File: src/rtl/riscv_rsb.sv
// Return stack buffer: predicts return addresses by decoding calls/returns at fetch.
// Circular buffer that overwrites its oldest entry on overflow; outputs come straight from registered state.
module riscv_rsb #(
    parameter int XLEN      = 32,
    parameter int RSB_DEPTH = 4,
    parameter int HAS_RVC   = 0
) (
    input  logic            clk_i,
    input  logic            rst_i,
    input  logic            stall_i,
    input  logic            flush_i,
    input  logic            if_valid_i,
    input  logic [XLEN-1:0] if_pc_i,
    input  logic [31:0]     if_insn_i,
    output logic [XLEN-1:0] rsb_pc_o,
    output logic            rsb_valid_o
);

    localparam int PW = (RSB_DEPTH > 1) ? $clog2(RSB_DEPTH) : 1;
    localparam int CW = $clog2(RSB_DEPTH + 1);

    logic [XLEN-1:0] entries [RSB_DEPTH];
    logic [PW-1:0]   ptr;
    logic [CW-1:0]   count;

    logic            do_push;
    logic            do_pop;
    logic            fire;
    logic            is_16;
    logic [XLEN-1:0] ret_addr;
    logic [PW-1:0]   ptr_inc;
    logic [PW-1:0]   ptr_dec;
    logic            unused_insn;

    function automatic logic is_link(input logic [4:0] r);
        return (r == 5'd1) || (r == 5'd5);
    endfunction

    assign unused_insn = ^if_insn_i[31:20];

    assign is_16    = (if_insn_i[1:0] != 2'b11);
    assign ret_addr = if_pc_i + (is_16 ? XLEN'(2) : XLEN'(4));
    assign fire     = if_valid_i & ~stall_i & ~flush_i;

    assign ptr_inc = (ptr == PW'(RSB_DEPTH - 1)) ? '0 : ptr + PW'(1);
    assign ptr_dec = (ptr == '0) ? PW'(RSB_DEPTH - 1) : ptr - PW'(1);

    always_comb begin
        do_push = 1'b0;
        do_pop  = 1'b0;
        if (!is_16) begin
            if (if_insn_i[6:0] == 7'b1101111) begin
                do_push = is_link(if_insn_i[11:7]);
            end else if (if_insn_i[6:0] == 7'b1100111) begin
                case ({is_link(if_insn_i[11:7]), is_link(if_insn_i[19:15])})
                    2'b10: do_push = 1'b1;
                    2'b01: do_pop  = 1'b1;
                    2'b11: begin
                        // Same link register on both sides is a call, not a coroutine swap.
                        do_push = 1'b1;
                        do_pop  = (if_insn_i[11:7] != if_insn_i[19:15]);
                    end
                    default: ;
                endcase
            end
        end else if (HAS_RVC != 0) begin
            if ((XLEN == 32) && (if_insn_i[15:13] == 3'b001) && (if_insn_i[1:0] == 2'b01)) begin
                do_push = 1'b1;
            end else if ((if_insn_i[15:13] == 3'b100) && (if_insn_i[6:2] == 5'd0) &&
                         (if_insn_i[11:7] != 5'd0) && (if_insn_i[1:0] == 2'b10)) begin
                if (if_insn_i[12]) begin
                    do_push = 1'b1;
                    do_pop  = is_link(if_insn_i[11:7]);
                end else begin
                    do_pop  = is_link(if_insn_i[11:7]);
                end
            end
        end
    end

    always_ff @(posedge clk_i) begin
        if (rst_i) begin
            ptr   <= '0;
            count <= '0;
            for (int i = 0; i < RSB_DEPTH; i++) begin
                entries[i] <= '0;
            end
        end else if (fire) begin
            if (do_push && do_pop && (count != '0)) begin
                entries[ptr] <= ret_addr;
            end else if (do_push) begin
                // When full, advancing the pointer lands on the oldest entry.
                ptr              <= ptr_inc;
                entries[ptr_inc] <= ret_addr;
                if (count != CW'(RSB_DEPTH)) begin
                    count <= count + CW'(1);
                end
            end else if (do_pop && (count != '0)) begin
                ptr   <= ptr_dec;
                count <= count - CW'(1);
            end
        end
    end

    assign rsb_valid_o = (count != '0);
    assign rsb_pc_o    = (count != '0) ? entries[ptr] : '0;

endmodule

File: config.mk
export PLATFORM = sky130hd
export DESIGN_NAME = riscv_rsb
export DESIGN_NICKNAME = d
export VERILOG_FILES = /design/src/rtl/riscv_rsb.sv
export SDC_FILE = /design/constraint.sdc
export NUM_CORES = 1
export LEC_CHECK = 0
export BUFFER_PORTS_ARGS = -buffer_cell sky130_fd_sc_hd__clkbuf_2
export CORE_UTILIZATION = 55
export CTS_CLUSTER_SIZE = 10
export DETAILED_ROUTE_END_ITERATION = 10
export GPL_TIMING_DRIVEN = 1
export PLACE_DENSITY = 0.77
export SETUP_SLACK_MARGIN = 0.1
export SYNTH_ARGS = -nofsm -noshare
export SYNTH_HDL_FRONTEND = slang
export SYNTH_SLANG_ARGS = --single-unit
export TNS_END_PERCENT = 1
File: constraint.sdc
create_clock -name clk_i -period 4.1 [get_ports clk_i]
set_clock_uncertainty 0.1 [all_clocks]
set_input_delay 0 -clock clk_i [delete_from_list [all_inputs] [get_ports clk_i]]
set_output_delay 0 -clock clk_i [all_outputs]
set_load 0.03 [all_outputs]
# --- Yosys cells after proc, flatten, opt, wreduce, memory -nomap -nowiden ---
# Memory sizes are Yosys's and may differ from the RTL's. A register that Yosys moved wholly into a read port is not among the register bits.
# Index checks and enable logic that the tools add are counted.
op_classes:
  muxes: 36
  eq_ne: 14
  add_sub_neg: 5
  n_bitwise: 5
  n_reduce_logical: 13
op_table:
  columns: ["cell", "n"]
  rows:
  - ["$mux W32", 3]
  - ["$reduce_or A32 Y1", 2]
  - ["$add A32 B3 Y32", 1]
  - ["$mux W1", 20]
  - ["$mux W2", 8]
  - ["$eq A7 B7 Y1 const B", 2]
  - ["$mux W3", 4]
  - ["$eq A5 B1 Y1 const B", 2]
  - ["$eq A5 B3 Y1 const B", 2]
  - ["$eq A2 B2 Y1 const B", 3]
  - ["$ne A5 B5 Y1", 1]
  - ["$reduce_and A4 Y1", 1]
  - ["$add A3 B1 Y3 const B", 1]
  - ["$logic_and A1 B1 Y1", 3]
  - ["$ne A3 B3 Y1 const B", 1]
  - ["$not A1 Y1", 3]
  - ["$reduce_and A3 Y1", 1]
  - ["$reduce_bool A3 Y1", 1]
  - ["$sub A3 B1 Y3 const B", 1]
  - ["$add A2 B1 Y2 const B", 1]
  - ["$and A1 B1 Y1", 2]
  - ["$eq A2 B1 Y1 const B", 1]
  - ["$logic_not A2 Y1", 1]
  - ["$logic_or A1 B1 Y1", 2]
  - ["6 further kinds", 6]
word_totals:
  mem_bits_rw: 128
  word_cells: 76
  out_inout_bits: 33
  regBits: 5
  memories: 1
memory_table:
  columns: ["name", "words", "word_bits", "read_ports", "rd_clocked_by_memory_dff", "write_ports", "line", "source"]
  rows:
  - ["entries", 4, 32, 1, 1, 4, "22", "logic [XLEN-1:0] entries [RSB_DEPTH];"]

# --- Longest topological paths before layout ---
logic_depth:
  depth_word: 17
  ltp_mapped: 9
  ltp_nobuf: 8

# --- Worst setup path before layout ---
# OpenSTA, ideal clock, no wires.
synth_timing:
  kind: "flip-flop to flip-flop"
  start: "register count[0]"
  end: "memory entries[1][0], enable pin"
  stages_incl_launch_ff: 8
  t_required_ns: 3.606
  setup_time_ns: 0.394
  t_arrival_ns: 2.403
  path_slack_ns: 1.203
  cell_sequence: "dfxtp_1 > or3_1 > buf_2 > and3_1 > buf_2 > a2111oi_4 > o21ai_2 > nand2b_1"
synth_rtl:
  columns: ["element", "line", "source"]
  rows:
  - ["from (decl)", "24", "logic [CW-1:0] count;"]
  - ["from (signal assigned)", "96", "count <= count + CW'(1);"]
  - ["from (signal assigned)", "100", "count <= count - CW'(1);"]
  - ["to (decl)", "22", null]

==> results.json <==
{
  "diodes": 0,
  "ios": 102,
  "clk_latency_ps": 410,
  "fmax_mhz": 327,
  "tritoncts": "done",
  "vias": 4728,
  "netlist-cell-type-count": 44,
  "drv_slew": 0,
  "p_leak_nw": 3.09,
  "synthToLayoutAreaGrowth_pct": 21.8,
  "die_x_um": 113,
  "place_inst": 745,
  "grt_pass1_vias": 4868,
  "viasPerCell": 5.89,
  "arrival_ps": 3100,
  "wl_mm": 15.4,
  "grt_max_degree": 33,
  "post-route-util_pct": 68.6,
  "track_usage_pct": 25.6,
  "hpwlAfterDp_mm": 9.19,
  "synth_edf_count": 128,
  "dieArea_um2": 12700,
  "fin_crit_sh_pct": 74.6,
  "hp-class": "primary input to flop",
  "clk_path_buf_depth": 2,
  "rows": 40,
  "worst_ep_required_time_ps": 4140,
  "yosysMostFrequentCell": "edfxtp_1",
  "drive_gt1_share_pct": 27.1,
  "cap_violations": 0,
  "netlist_top_cells_area": "edfxtp_1 57%, mux4_2 11%, nor2_1 7.0%",
  "first_pass_iters": 6,
  "antenna_found_initial": 0,
  "synth_top_area_share_pct": 57.1,
  "async_flop_share_pct": 0,
  "endpoint": "entries[3][31]",
  "worst_r2r_endpoint": "entries[1][8]",
  "min_period_ps": 3060,
  "tightest_slew_ps": 1090,
  "cts_made_buffers": 17,
  "r2r_slack_ps": 1100,
  "clockRootBuffer": "clkbuf_16",
  "endpoint_kind": "flop",
  "syn_avg_cell_area_um2": 12.8,
  "hold_ws_ps": 13.7,
  "finalHoldViolCount": 0,
  "coreArea_um2": 12000,
  "ff2ff_path_depth": 7,
  "slew_headroom_pct": 27.5,
  "synth_nets": 601,
  "yosys.area.top_type": "edfxtp_1",
  "fin_setup_tns_ps": 0,
  "routabilityCongestion": 0.947,
  "initial_utilization_pct": 56.3,
  "avgRoutedWirePerCell_um": 19.1,
  "grt_overflow_total": 0,
  "drc": 0,
  "numClockSinks": 135,
  "ys_seq_elements": 135,
  "netlist_instances": 526,
  "regToRegStartpoint": "count[0]",
  "netlist_area_um2": 6740,
  "critPathLaunch": "if_pc_i[9]",
  "nNetsFinal": 719,
  "status": "finished, final reports clean",
  "critPathKind": "primary input to flop",
  "drtAntennaViolNets": 0,
  "drtIter0Drc": 351,
  "crit_fanout": 13,
  "post_cts_buffers": 0,
  "die_height_um": 113,
  "fin_total_pwr_mw": 3.23,
  "ys_top_cells_by_count": "128 x edfxtp_1, 125 x nor2_1, 38 x and2_1, 32 x mux4_2",
  "power_density_nw_per_um2": 394,
  "htree_num_levels": 4,
  "yosysSeqAreaShare_pct": 59.1,
  "cts.reportedPaths.clkPinSlew_ps": 60,
  "grt_pass1_wl_mm": 24.2,
  "rsz0062_at_grt": "false",
  "synth_ff_type": "edfxtp_1",
  "finalNonFillerCells": 803,
  "port_buffers": 86,
  "cp-start-kind": "primary input",
  "setup_viol": 0,
  "ir_worst_vdd_uv": 255,
  "yosysWarningCount": 0
}
state kept, by name, indices dropped and copies added (netlist names), named ones only:
register and cells:
ptr 2, count 3, entries 128
cells by family after synthesis:
| group | after synthesis | synth area share, % |
|---|---|---|
| XOR/XNOR | 33 | 4.29 |
| buffers and inverters | 49 | 2.97 |
| AND/OR/NAND/NOR | 245 | 18.1 |
| adder cells (fa/ha/maj) | 6 | 1.34 |
| AO/OA/AOI/OAI | 23 | 2.99 |
| multiplexers | 35 | 11.1 |
| flip-flops | 135 | 59.1 |
stage by stage:
stage	setup WS [ps]	area [um2]
floorplan	1200	6740
global placement	1110	7350
detailed placement	1060	7350
CTS	1050	8200
global route	922	8200
finish	1040	8200
power breakdown:
group          internal, mW  switching, mW
clock                 0.944          0.550
sequential             1.56         0.0149
combinational        0.0730         0.0915
critical path: stages:
cell and delay, ps:
dlygate4sd3_1 530, clkbuf_2 140, and4_1 330, nor4b_2 910, nand4_1 210, xor2_1 300
dlygate4sd3_1 630, nor2_1 40
area by class of cell:
type / instances / area [um2]
clock buffer: 17 / 425
clock inverter: 14 / 159
fill: 786 / 3760
inverter: 21 / 78.8
multi-input combinational: 342 / 2550
sequential: 135 / 3990
tap: 147 / 184
timing repair buffer: 127 / 818
worst min path at each step:
stage | from | end | slack (ps) | cells after the start
3_5_place_dp | rst_i | count[2] | 240 | 2
6_report | if_pc_i[15] | entries[3][15] | 10 | 4
4_1_cts | if_pc_i[12] | entries[3][12] | 2 | 4
2_1_floorplan | if_pc_i[0] | entries[3][0] | 120 | 2
5_1_grt | if_pc_i[15] | entries[3][15] | 9 | 4
3_3_place_gp | rst_i | count[2] | 240 | 2
placed cells by master, fill, tap and decap left out, types with 4 or more instances in the layout:
master and n:
clkbuf_16 17, a211oi_1 5, nand3_1 10, nand4_1 18
nor2_1 125, edfxtp_1 128, inv_1 21, dlygate4sd3_1 27
ha_1 4, mux4_2 32, clkinvlp_4 5, xnor2_1 16
a21oi_1 7, dfxtp_1 5, and2_1 38, buf_4 13
clkbuf_2 86, nand2b_1 4, nand2_1 21, and3_1 5
xor2_1 17
repair_timing:
action,4_1_cts,5_1_grt
resized for setup,0,0
hold endpoints to repair,88,0
hold buffers,27,0
per-layer routing:
layer / vias to the layer above / GRT usage, % / part of all wire, % / routed length [um]
met5: - / 0 / 0 / 0
met4: 0 / 14.0 / 3.4 / 520
met3: 52 / 5.67 / 6.9 / 1060
met2: 233 / 44.6 / 53 / 8080
met1: 2301 / 29.6 / 37 / 5700
li1: 2142 / - / - / -
(Power assumes the default switching activity.)
